==> src/rtl/i2c_bridge_pkg.sv <==
// Shared types and constants for the I2C bridge direction controller.
package i2c_bridge_pkg;

  typedef enum logic [2:0] {
    StIdle,
    StAddr,
    StAddrAck,
    StWrData,
    StWrAck,
    StRdData,
    StRdAck,
    StWaitStop
  } state_e;

  localparam logic SDA_DIR_M2S = 1'b0;
  localparam logic SDA_DIR_S2M = 1'b1;
  localparam logic ACK         = 1'b0;
  localparam logic NACK        = 1'b1;

  // Forwarding direction owned by each protocol phase.
  function automatic logic state_dir(input state_e st);
    case (st)
      StAddrAck, StWrAck, StRdData: return SDA_DIR_S2M;
      default:                      return SDA_DIR_M2S;
    endcase
  endfunction

endpackage

==> src/rtl/i2c_bridge_dir_ctrl_line_filter.sv <==
// i2c_line_filter: synchroniser chain followed by a stability filter.
// The filtered level follows the synchronised level only after it has
// differed for GLITCH_CYCLES consecutive clocks. Resets to 1 (idle bus).
module i2c_line_filter #(
  parameter int unsigned SYNC_STAGES   = 2,
  parameter int unsigned GLITCH_CYCLES = 3
) (
  input  logic clk,
  input  logic reset,
  input  logic raw,
  output logic level
);

  localparam int unsigned CntW = (GLITCH_CYCLES > 1) ? $clog2(GLITCH_CYCLES) : 1;

  logic [SYNC_STAGES-1:0] sync_q;
  logic [CntW-1:0]        cnt_q, cnt_d;
  logic                   filt_q, filt_d;
  logic                   synced;

  assign synced = sync_q[SYNC_STAGES-1];
  assign level  = filt_q;

  // Synchroniser chain, oldest sample at the top.
  always_ff @(posedge clk or posedge reset) begin
    if (reset) begin
      sync_q <= '1;
    end else begin
      sync_q <= {sync_q[SYNC_STAGES-2:0], raw};
    end
  end

  // Count consecutive cycles of disagreement; accept on the last one.
  always_comb begin
    cnt_d  = '0;
    filt_d = filt_q;
    if (synced != filt_q) begin
      if (cnt_q == CntW'(GLITCH_CYCLES - 1)) begin
        filt_d = synced;
      end else begin
        cnt_d = cnt_q + CntW'(1);
      end
    end
  end

  // Filter state register.
  always_ff @(posedge clk or posedge reset) begin
    if (reset) begin
      cnt_q  <= '0;
      filt_q <= 1'b1;
    end else begin
      cnt_q  <= cnt_d;
      filt_q <= filt_d;
    end
  end

endmodule

==> src/rtl/i2c_bridge_dir_ctrl.sv <==
// I2C bridge direction controller: tracks START/address/ACK/data/STOP on the
// filtered pins and decides which side drives SDA for each bit.
// Optional address filtering is enabled by defining I2C_BRIDGE_ADDR_FILTER_EN.
module i2c_bridge_dir_ctrl
  import i2c_bridge_pkg::*;
#(
  parameter int unsigned SYNC_STAGES    = 2,
  parameter int unsigned GLITCH_CYCLES  = 3,
  parameter int unsigned TIMEOUT_CYCLES = 100000
`ifdef I2C_BRIDGE_ADDR_FILTER_EN
  , parameter logic [6:0] ADDR_VALUE    = 7'h50,
  parameter logic [6:0] ADDR_MASK       = 7'h7F
`endif
) (
  input  logic clk,
  input  logic reset,
  input  logic m_scl_in,
  input  logic m_sda_in,
  input  logic s_sda_in,
  output logic sda_dir,
  output logic busy,
  output logic start_det,
  output logic stop_det,
  output logic rw,
  output logic nack_det,
  output logic timeout,
  output logic addr_blocked
);

  localparam int unsigned ToW = $clog2(TIMEOUT_CYCLES + 1);

  logic scl, m_sda, s_sda;
  logic scl_prev_q, sda_prev_q;
  logic start_ev, stop_ev, scl_rise, scl_fall;

  state_e       state_q, state_d;
  logic [2:0]   bit_cnt_q, bit_cnt_d;
  logic         done_q, done_d;       // byte complete / ACK slot sampled
  logic         ack_q, ack_d;
  logic         rw_q, rw_d;
  logic         busy_q, busy_d;
  logic         dir_q, dir_d;
  logic         start_q, start_d, stop_q, stop_d, nack_q, nack_d, to_q, to_d;
  logic         blocked_q, blocked_d;
  logic [ToW-1:0] to_cnt_q, to_cnt_d;
`ifdef I2C_BRIDGE_ADDR_FILTER_EN
  logic [6:0]   addr_sr_q, addr_sr_d;
`endif

  i2c_line_filter #(.SYNC_STAGES(SYNC_STAGES), .GLITCH_CYCLES(GLITCH_CYCLES)) u_scl_filt (
    .clk(clk), .reset(reset), .raw(m_scl_in), .level(scl)
  );
  i2c_line_filter #(.SYNC_STAGES(SYNC_STAGES), .GLITCH_CYCLES(GLITCH_CYCLES)) u_msda_filt (
    .clk(clk), .reset(reset), .raw(m_sda_in), .level(m_sda)
  );
  i2c_line_filter #(.SYNC_STAGES(SYNC_STAGES), .GLITCH_CYCLES(GLITCH_CYCLES)) u_ssda_filt (
    .clk(clk), .reset(reset), .raw(s_sda_in), .level(s_sda)
  );

  // START/STOP need SCL high on both sides of the SDA edge.
  assign start_ev = scl && scl_prev_q && sda_prev_q && !m_sda;
  assign stop_ev  = scl && scl_prev_q && !sda_prev_q && m_sda;
  assign scl_rise = scl && !scl_prev_q;
  assign scl_fall = !scl && scl_prev_q;

  // Protocol sequencer: START > STOP > timeout > SCL edges.
  always_comb begin
    state_d   = state_q;
    bit_cnt_d = bit_cnt_q;
    done_d    = done_q;
    ack_d     = ack_q;
    rw_d      = rw_q;
    busy_d    = busy_q;
    blocked_d = blocked_q;
    start_d   = 1'b0;
    stop_d    = 1'b0;
    nack_d    = 1'b0;
    to_d      = 1'b0;
    to_cnt_d  = (busy_q && !scl) ? to_cnt_q + ToW'(1) : '0;
`ifdef I2C_BRIDGE_ADDR_FILTER_EN
    addr_sr_d = addr_sr_q;
`endif
    if (start_ev) begin
      state_d   = StAddr;
      bit_cnt_d = '0;
      done_d    = 1'b0;
      busy_d    = 1'b1;
      blocked_d = 1'b0;
      start_d   = 1'b1;
    end else if (stop_ev) begin
      state_d   = StIdle;
      bit_cnt_d = '0;
      done_d    = 1'b0;
      busy_d    = 1'b0;
      blocked_d = 1'b0;
      stop_d    = 1'b1;
    end else if (busy_q && !scl && to_cnt_q == ToW'(TIMEOUT_CYCLES - 1)) begin
      state_d   = StIdle;
      bit_cnt_d = '0;
      done_d    = 1'b0;
      busy_d    = 1'b0;
      blocked_d = 1'b0;
      to_cnt_d  = '0;
      to_d      = 1'b1;
    end else if (scl_rise) begin
      case (state_q)
        StAddr, StWrData, StRdData: begin
          if (bit_cnt_q == 3'd7) begin
            bit_cnt_d = '0;
            done_d    = 1'b1;
          end else begin
            bit_cnt_d = bit_cnt_q + 3'd1;
          end
          if (state_q == StAddr) begin
`ifdef I2C_BRIDGE_ADDR_FILTER_EN
            addr_sr_d = {addr_sr_q[5:0], m_sda};
            if (bit_cnt_q == 3'd7) begin
              blocked_d = (addr_sr_q & ADDR_MASK) != (ADDR_VALUE & ADDR_MASK);
            end
`endif
            if (bit_cnt_q == 3'd7) rw_d = m_sda;
          end
        end
        StAddrAck, StWrAck: begin
          ack_d  = s_sda;
          done_d = 1'b1;
          nack_d = (s_sda == NACK);
        end
        StRdAck: begin
          ack_d  = m_sda;
          done_d = 1'b1;
          nack_d = (m_sda == NACK);
        end
        default: ;
      endcase
    end else if (scl_fall && done_q) begin
      done_d = 1'b0;
      case (state_q)
        StAddr:    state_d = blocked_q ? StWaitStop : StAddrAck;
        StWrData:  state_d = StWrAck;
        StRdData:  state_d = StRdAck;
        StAddrAck: state_d = (ack_q == NACK) ? StWaitStop : (rw_q ? StRdData : StWrData);
        StWrAck:   state_d = (ack_q == NACK) ? StWaitStop : StWrData;
        StRdAck:   state_d = (ack_q == NACK) ? StWaitStop : StRdData;
        default: ;
      endcase
    end
    dir_d = state_dir(state_d);
  end

  // State and registered outputs.
  always_ff @(posedge clk or posedge reset) begin
    if (reset) begin
      scl_prev_q <= 1'b1;
      sda_prev_q <= 1'b1;
      state_q    <= StIdle;
      bit_cnt_q  <= '0;
      done_q     <= 1'b0;
      ack_q      <= ACK;
      rw_q       <= 1'b0;
      busy_q     <= 1'b0;
      dir_q      <= SDA_DIR_M2S;
      blocked_q  <= 1'b0;
      start_q    <= 1'b0;
      stop_q     <= 1'b0;
      nack_q     <= 1'b0;
      to_q       <= 1'b0;
      to_cnt_q   <= '0;
`ifdef I2C_BRIDGE_ADDR_FILTER_EN
      addr_sr_q  <= '0;
`endif
    end else begin
      scl_prev_q <= scl;
      sda_prev_q <= m_sda;
      state_q    <= state_d;
      bit_cnt_q  <= bit_cnt_d;
      done_q     <= done_d;
      ack_q      <= ack_d;
      rw_q       <= rw_d;
      busy_q     <= busy_d;
      dir_q      <= dir_d;
      blocked_q  <= blocked_d;
      start_q    <= start_d;
      stop_q     <= stop_d;
      nack_q     <= nack_d;
      to_q       <= to_d;
      to_cnt_q   <= to_cnt_d;
`ifdef I2C_BRIDGE_ADDR_FILTER_EN
      addr_sr_q  <= addr_sr_d;
`endif
    end
  end

  assign sda_dir   = dir_q;
  assign busy      = busy_q;
  assign start_det = start_q;
  assign stop_det  = stop_q;
  assign rw        = rw_q;
  assign nack_det  = nack_q;
  assign timeout   = to_q;
`ifdef I2C_BRIDGE_ADDR_FILTER_EN
  assign addr_blocked = blocked_q;
`else
  assign addr_blocked = 1'b0;
`endif

endmodule

==> config.mk <==
export PLATFORM = sky130hd
export DESIGN_NAME = i2c_bridge_dir_ctrl
export DESIGN_NICKNAME = d
export VERILOG_FILES = /design/src/rtl/i2c_bridge_pkg.sv /design/src/rtl/i2c_bridge_dir_ctrl_line_filter.sv /design/src/rtl/i2c_bridge_dir_ctrl.sv
export SDC_FILE = /design/constraint.sdc
export NUM_CORES = 1
export LEC_CHECK = 0
export ABC_CLOCK_PERIOD_IN_PS = 2300
export CORE_UTILIZATION = 45
export DETAILED_ROUTE_END_ITERATION = 6
export PLACE_DENSITY = 0.75
export SYNTH_ARGS = -nofsm -noshare
export SYNTH_HDL_FRONTEND = slang
export SYNTH_HIERARCHICAL = 1
export SYNTH_SLANG_ARGS = --single-unit
==> constraint.sdc <==
create_clock -name clk -period 2.3 [get_ports clk]
set_input_delay 0.46 -clock clk [delete_from_list [all_inputs] [get_ports clk]]
set_output_delay 0.46 -clock clk [all_outputs]
set_load 0.05 [all_outputs]
==> reports/summary.txt, run 1 <==
Worst R2R Setup Slack: 580 ps
Final nets: 230
Crit-path leading delay family: buffers and inverters
Leakage: 1.058 nW
Register share of total power: 53.6%
Worst-margin pin slew: 489.2 ps
Combinational share of power: 22.6%
P_int: 0.001511 W
Net Count, Synth: 216
Final HPWL DP: 2570 um
Worst hold path endpoint: u_scl_filt/sync_q[1]$_DFF_PP1_
GRT overflow: 0
Antenna violations before repair: 0
Clk slew on worst S/H paths: 100 ps
Syn Std Cell Area: 2278 um^2
Chip height: 73.16 um
DP Cell Count: 282
Final min period: 1988 ps
First-pass GRT wire length: 6575 um
Cell accounting for the most synthesized area: dfrtp_1
Clk pwr share: 23.8%
Reg-to-reg endpoint: bit_cnt_q[0]$_DFFE_PP0P_
Primary FF master, synth: dfrtp_1
PostCTS Resize Cnt: 0
Hold_sp: u_scl_filt/sync_q[0]$_DFF_PP1_
Sw Ratio: 32.60%
Final hold violation count: 0
Gpl congestion: 0.8276
CP cell instances: clkdlybuf4s50_1
Die area: 5352 um^2
Via count: 1503
Core ar.: 4786 um^2
Initial Utilization: 47.61%
Top cells by area, synth: dfrtp_1 42%, dfstp_2 13%, xnor2_1 5.4%
Slew Viols, Final: 0
CP Max Fanout: 4
Layout area overhead: 12.19%
Crit Path Class: reg -> out
Share of the synthesized area in the top cell type: 41.74%
Gr usage total: 15.94%
Cts hold-fix bufs: 0
Ports: 13
Diode count: 0
Max_slew headroom: 67.13%
Crit path largest cell delay: 820 ps
Wire per inst: 12.35 um
Finished Layout Cells: 290
Post-CTS Setup Bufs: 0
Cell Rows: 25
Worst path bufs/invs: 1
Final setup skew: 9.225 ps
Max Cap Viol: 0
Vias in the first global route: 1477
Net Switching: 0.0007307 W
Max frequency: 503.0 MHz
Post-Route Setup TNS: 0 ps
R2R depth: 4
Largest net degree at the start of global routing: 35
Share of layout cells above drive strength 1: 15.70%
Synth async-reset ratio: 100.0%
FF+latch count, synth: 49
RSZ-0062 raised after global routing: no
CP Data Required Time: 1840 ps
Count of distinct cell types in the synthesized netlist: 49
Final wirelength: 3582 um
Root Driver: clkbuf_8
Final setup violation count: 0
Max stage delay cell, worst path: clkdlybuf4s50_1
Post-detailed-route count of antenna-violating nets: 0
Post-synthesis sequential area ratio: 54.42%
Mapped Cells: 208
H-Tree Depth: 2
DR vias/cell: 5.183
CTS Buffer Depth: 2
Crit share post-route: 86.44%
Die Span X: 73.16 um
Yosys warnings: 6
EDFF count, synth: 0
Worst r2r src: u_scl_filt/level$_DFFE_PP1P_
CP Capture Type: output port
Worst hold stages: 0
CTS tree: done
CTS Sinks: 49
Launching element type of the critical path: flop
Drt first pass iters: 4
Cell area power density: 876.9 nW/um^2
Worst path arrival time: 1530 ps
Hold Path Class: reg -> reg
Syn_area_per_cell: 10.95 um^2
WHS: 362.8 ps
First DRT Iteration DRCs: 143
Port Buffers: 11
Status: finished clean
Num CTS Buffers: 5
Max VDD drop: 0.5081 mV
Clk Latency, worst-skew pair: 300 ps
DRC: 0
## kinds of logic (layout without fill, tap and decap cells)
logic type	Yosys count	in the layout	share of synthesized area [%]
and+or+nand+nor	91	91	22.95
DFF	49	49	54.42
AOI/OAI and AO/OA	23	23	6.865
xor gates and xnor gates	18	18	6.919
buffers and inverters	15	30	2.745
muxes	8	8	4.283
adders and majority gates	3	3	1.648
other	1	1	0.1646
## cells in the mapped netlist (2+ instances only)
library cell,n
o21ai_0,5
xor2_1,4
or3_1,2
dfrtp_1,38
nor3b_1,5
nand2_1,12
ha_1,3
nor2_1,26
mux2i_1,3
mux2_4,3
a21oi_1,5
xnor2_1,14
clkbuf_1,3
inv_1,9
dfstp_2,11
a21o_1,2
nand3_1,5
nor2b_1,4
nand4_1,7
nor3_1,11
nor2b_4,3
nor4_1,4
nand2b_1,2
mux2_2,2
## sequential cells by signal, summed over array words and instances, names as in the netlist, 2 cells and up
register / count
u_scl_filt/sync_q: 2
u_scl_filt/cnt_q: 2
u_msda_filt/sync_q: 2
u_ssda_filt/cnt_q: 2
u_msda_filt/cnt_q: 2
u_ssda_filt/sync_q: 2
state_q: 3
to_cnt_q: 17
bit_cnt_q: 3
## cell type report
class | instances | area, um^2
Tap cell | 67 | 83.83
Timing Repair Buffer | 13 | 125.1
Sequential cell | 49 | 1240
Inverter | 9 | 33.78
Clock buffer | 5 | 68.82
Clock inverter | 3 | 28.78
Fill cell | 413 | 2230
Multi-Input combinational cell | 144 | 975.9
## worst max-delay path by stage
stage                               start                  endpoint  slack [ps]  depth (start not counted)
global route               rw$_DFFE_PP0P_                        rw         280                          1
detailed placement  to_cnt_q[5]$_DFF_PP0_      state_q[2]$_DFF_PP0_         550                          4
floorplan                busy$_DFFE_PP0P_    to_cnt_q[10]$_DFF_PP0_         610                          5
global placement    to_cnt_q[5]$_DFF_PP0_  bit_cnt_q[2]$_DFFE_PP0P_         620                          4
finish                     rw$_DFFE_PP0P_                        rw         310                          1
CTS                        rw$_DFFE_PP0P_                        rw         310                          1
## layer usage
layer | track usage (%) | routed length [um] | vias up
met5 | 0 | 0 | -
met4 | 5.229 | 35 | 0
met3 | 3.729 | 113 | 5
met2 | 24.18 | 1658 | 27
met1 | 22.53 | 1775 | 723
li1 | - | - | 748
## cells in the final DEF, fill, tap and decap left out, drive strengths merged, types with 2 or more instances in the layout
cell and instances:
nor4 4, xor2 4, inv 12, or3 2, nor2b 7, nand4 8
clkbuf 5, mux2i 3, xnor2 14, clkdlybuf4s50 11, buf 2, nor3 11
dfrtp 38, nor2 26, nand2b 2, nand3 6, a21o 2, nand2 12
ha 3, mux2 5, o21ai 6, nor3b 5, dfstp 11, a21oi 5
## stage by stage
step / cell area [um^2] / power [W] / util (%) / worst slack (ps)
3_5_place_dp: 2459 / 0.001731 / 51.37 / 546.2
5_1_grt: 2556 / 0.002370 / 53.41 / 278.1
3_3_place_gp: 2459 / 0.001706 / 51.37 / 620.7
6_report: 2556 / 0.002241 / 53.41 / 311.9
4_1_cts: 2556 / 0.002267 / 53.41 / 305.4
2_1_floorplan: 2278 / 0.001582 / - / 605.4
## power by group through the flow
| stage | Combinational, W | Sequential (W) | Clock (W) |
|---|---|---|---|
| CTS | 0.000513 | 0.00120 | 0.000551 |
| global placement | 0.000498 | 0.00121 | 0 |
| detailed placement | 0.000511 | 0.00122 | 0 |
| finish | 0.000506 | 0.00120 | 0.000534 |
| floorplan | 0.000352 | 0.00123 | 0 |
| global route | 0.000554 | 0.00123 | 0.000588 |
No activity file was read; power rests on OpenSTA's default activity.
==> inputs of run 2 (changes only) <==
- CORE_UTILIZATION: 45 -> 50
- PLACE_DENSITY: 0.75 -> 0.81
==> reports/summary.txt, run 2 (synthesized netlist as in run 1, its figures left out) <==
Crit share post-route: 85.88% (-0.56 points)
Clk slew on worst S/H paths: 80 ps (-20 ps)
P_int: 0.001645 W (+8.9%)
Final wirelength: 3657 um (+2.1%)
Die Span X: 69.51 um (-5.0%)
Max Cap Viol: 0 (unchanged)
CTS Buffer Depth: 2 (unchanged)
Hold Path Class: reg -> reg
Crit path largest cell delay: 820 ps (about the same)
Worst r2r src: u_scl_filt/level$_DFFE_PP1P_
Gr usage total: 17.67% (+1.7 points)
Global route hottest layer: met2
Grt met1 use: 23.40% (+0.87 points)
Final setup margin: 324.8 ps (+12.83 ps)
Via count: 1533 (+2.0%)
Core ar.: 4354 um^2 (-9.0%)
Crit Path Class: reg -> out
Port Buffers: 11 (unchanged)
PostCTS Resize Cnt: 0 (unchanged)
Max frequency: 506.3 MHz (+0.65%)
Final setup violation count: 0 (unchanged)
Ports: 13 (unchanged)
RSZ-0062 raised after global routing: no
Post-detailed-route count of antenna-violating nets: 0 (unchanged)
Cell area power density: 910.0 nW/um^2 (+3.8%)
Diode count: 0 (unchanged)
Final hold violation count: 0 (unchanged)
Root Driver: clkbuf_8
Storage element area: 1240 um^2 (unchanged)
Antenna violations before repair: 0 (unchanged)
Place WS: 599.6 ps (+53.38 ps)
Max VDD drop: 0.5373 mV (+5.8%)
Grt met2 use: 25.35% (+1.2 points)
CTS Sinks: 49 (unchanged)
Critical path endpoint: rw
First DRT Iteration DRCs: 90 (-37%)
CTS tree: done
CP Max Fanout: 4 (unchanged)
Cell Rows: 24 (-4.0%)
Leakage: 1.068 nW (+1.0%)
Post-CTS Setup Bufs: 0 (unchanged)
Worst path bufs/invs: 1 (unchanged)
Chip height: 69.51 um (-5.0%)
WHS: 361.6 ps (-1.263 ps)
Gpl congestion: 0.8138 (-1.7%)
CP cell instances: clkdlybuf4s50_1
CP Data Required Time: 1840 ps (about the same)
Multi-input gate area: 975.9 um^2 (unchanged)
Critical Path Stages: 1 (unchanged)
Clk pwr share: 26.8% (+3.0 points)
Max stage delay cell, worst path: clkdlybuf4s50_1
Final HPWL DP: 2624 um (+2.1%)
Num CTS Buffers: 5 (unchanged)
Final core occ: 58.97% (+5.6 points)
Final nets: 231 (+0.43%)
Status: finished clean
GRT overflow: 0 (unchanged)
R2R depth: 4 (unchanged)
Final min period: 1975 ps (-12.83 ps)
Worst path arrival time: 1520 ps (about the same)
Leading registers by flop count: to_cnt_q (17), bit_cnt_q (3), state_q (3)
Initial Utilization: 52.33% (+4.7 points)
Share of layout cells above drive strength 1: 16.07% (+0.38 points)
Reg-to-reg endpoint: bit_cnt_q[0]$_DFFE_PP0P_
Crit path launch: rw$_DFFE_PP0P_
Cts hold-fix bufs: 0 (unchanged)
Die area: 4831 um^2 (-9.7%)
Launching element type of the critical path: flop
CP Capture Type: output port
DR vias/cell: 5.554 (+7.2%)
# fillers: 353 (-15%)
Largest net degree at the start of global routing: 35 (unchanged)
Commonest cells after routing, fill and taps aside: 38 x dfrtp_1, 26 x nor2_1, 14 x xnor2_1, 12 x nand2_1
Slew Viols, Final: 0 (unchanged)
First-pass GRT wire length: 6568 um (-0.11%)
Register share of total power: 51.3% (-2.3 points)
Max FFs per register: 17 (unchanged)
Drt first pass iters: 4 (unchanged)
Worst R2R Setup Slack: 590 ps (about the same)
M3 GR Usage: 4.651% (+0.92 points)
Sw Ratio: 29.58% (-3.0 points)
Vias in the first global route: 1470 (-0.47%)
Post-Route Setup TNS: 0 ps (unchanged)
Final setup skew: 4.886 ps (-4.339 ps)
Largest Register: to_cnt_q
Combinational share of power: 22.0% (-0.6 points)
Worst-margin pin slew: 505.8 ps (+16.52 ps)
Max_slew headroom: 66.02% (-1.1 points)
Net Switching: 0.0006911 W (-5.4%)
Clk Latency, worst-skew pair: 300 ps (about the same)
Wire per inst: 13.25 um (+7.3%)
H-Tree Depth: 2 (unchanged)
DRC: 0 (unchanged)
Layout area overhead: 12.69%
Crit-path leading delay family: buffers and inverters
Commonest non-fill, non-tap cell in the layout: dfrtp_1
-- run 2: cell count changes in the layout (fill, tap and decap cells not counted), sizes merged --
cell      before  now
buf            2    3
bufinv         0    1
clkinvlp       0    1
clkbuf         5    6
inv           12    9
-- run 2: worst reg2reg max path: stages, from the launching register on --
cell     delay [ps]
dfstp_2         620
nor2b_1         260
nand3_1         230
or3_1           380
a21oi_1         140
-- run 2: final cells by class --
class	count	share of cell area [%]
tap	52	2.534
timing repair buffer	14	5.166
multi-input combinational	144	38.01
inverter	9	1.316
clock inverter	2	1.462
sequential	49	48.29
clock buffer	6	3.216
-- run 2: per-layer routing --
layer | part of all wire, % | vias up
li1 | - | 751
met1 | 48 | 732
met2 | 45 | 36
met3 | 3.6 | 14
met4 | 4.0 | 0
met5 | 0 | -
-- run 2: power by group through the flow --
stage / clock network [W] / registers, W / logic [W]
after floorplan: 0 / 0.00123 / 0.000352
after global placement: 0 / 0.00120 / 0.000508
after detailed placement: 0 / 0.00122 / 0.000517
after CTS: 0.000643 / 0.00120 / 0.000519
after global routing: 0.000683 / 0.00123 / 0.000574
final: 0.000625 / 0.00120 / 0.000513
-- run 2: worst min path at each step --
| stage | from | endpoint | slack, ps | cells past startpoint |
|---|---|---|---|---|
| after floorplan | reset | u_msda_filt/cnt_q[0]$_DFF_PP0_ | 240 | 1 |
| after global placement | u_msda_filt/sync_q[0]$_DFF_PP1_ | u_msda_filt/sync_q[1]$_DFF_PP1_ | 350 | 0 |
| after detailed placement | u_ssda_filt/sync_q[0]$_DFF_PP1_ | u_ssda_filt/sync_q[1]$_DFF_PP1_ | 350 | 0 |
| after CTS | u_ssda_filt/sync_q[0]$_DFF_PP1_ | u_ssda_filt/sync_q[1]$_DFF_PP1_ | 360 | 0 |
| after global routing | u_ssda_filt/sync_q[0]$_DFF_PP1_ | u_ssda_filt/sync_q[1]$_DFF_PP1_ | 370 | 0 |
| final | u_msda_filt/sync_q[0]$_DFF_PP1_ | u_msda_filt/sync_q[1]$_DFF_PP1_ | 360 | 0 |
-- run 2: per-stage QoR --
| stage | total power (W) | area [um^2] | std cells |
|---|---|---|---|
| floorplan | 0.001582 | 2278 | 208 |
| global placement | 0.001713 | 2447 | 268 |
| detailed placement | 0.001734 | 2447 | 268 |
| CTS | 0.002362 | 2567 | 276 |
| global route | 0.002484 | 2567 | 276 |
| finish | 0.002336 | 2567 | 276 |
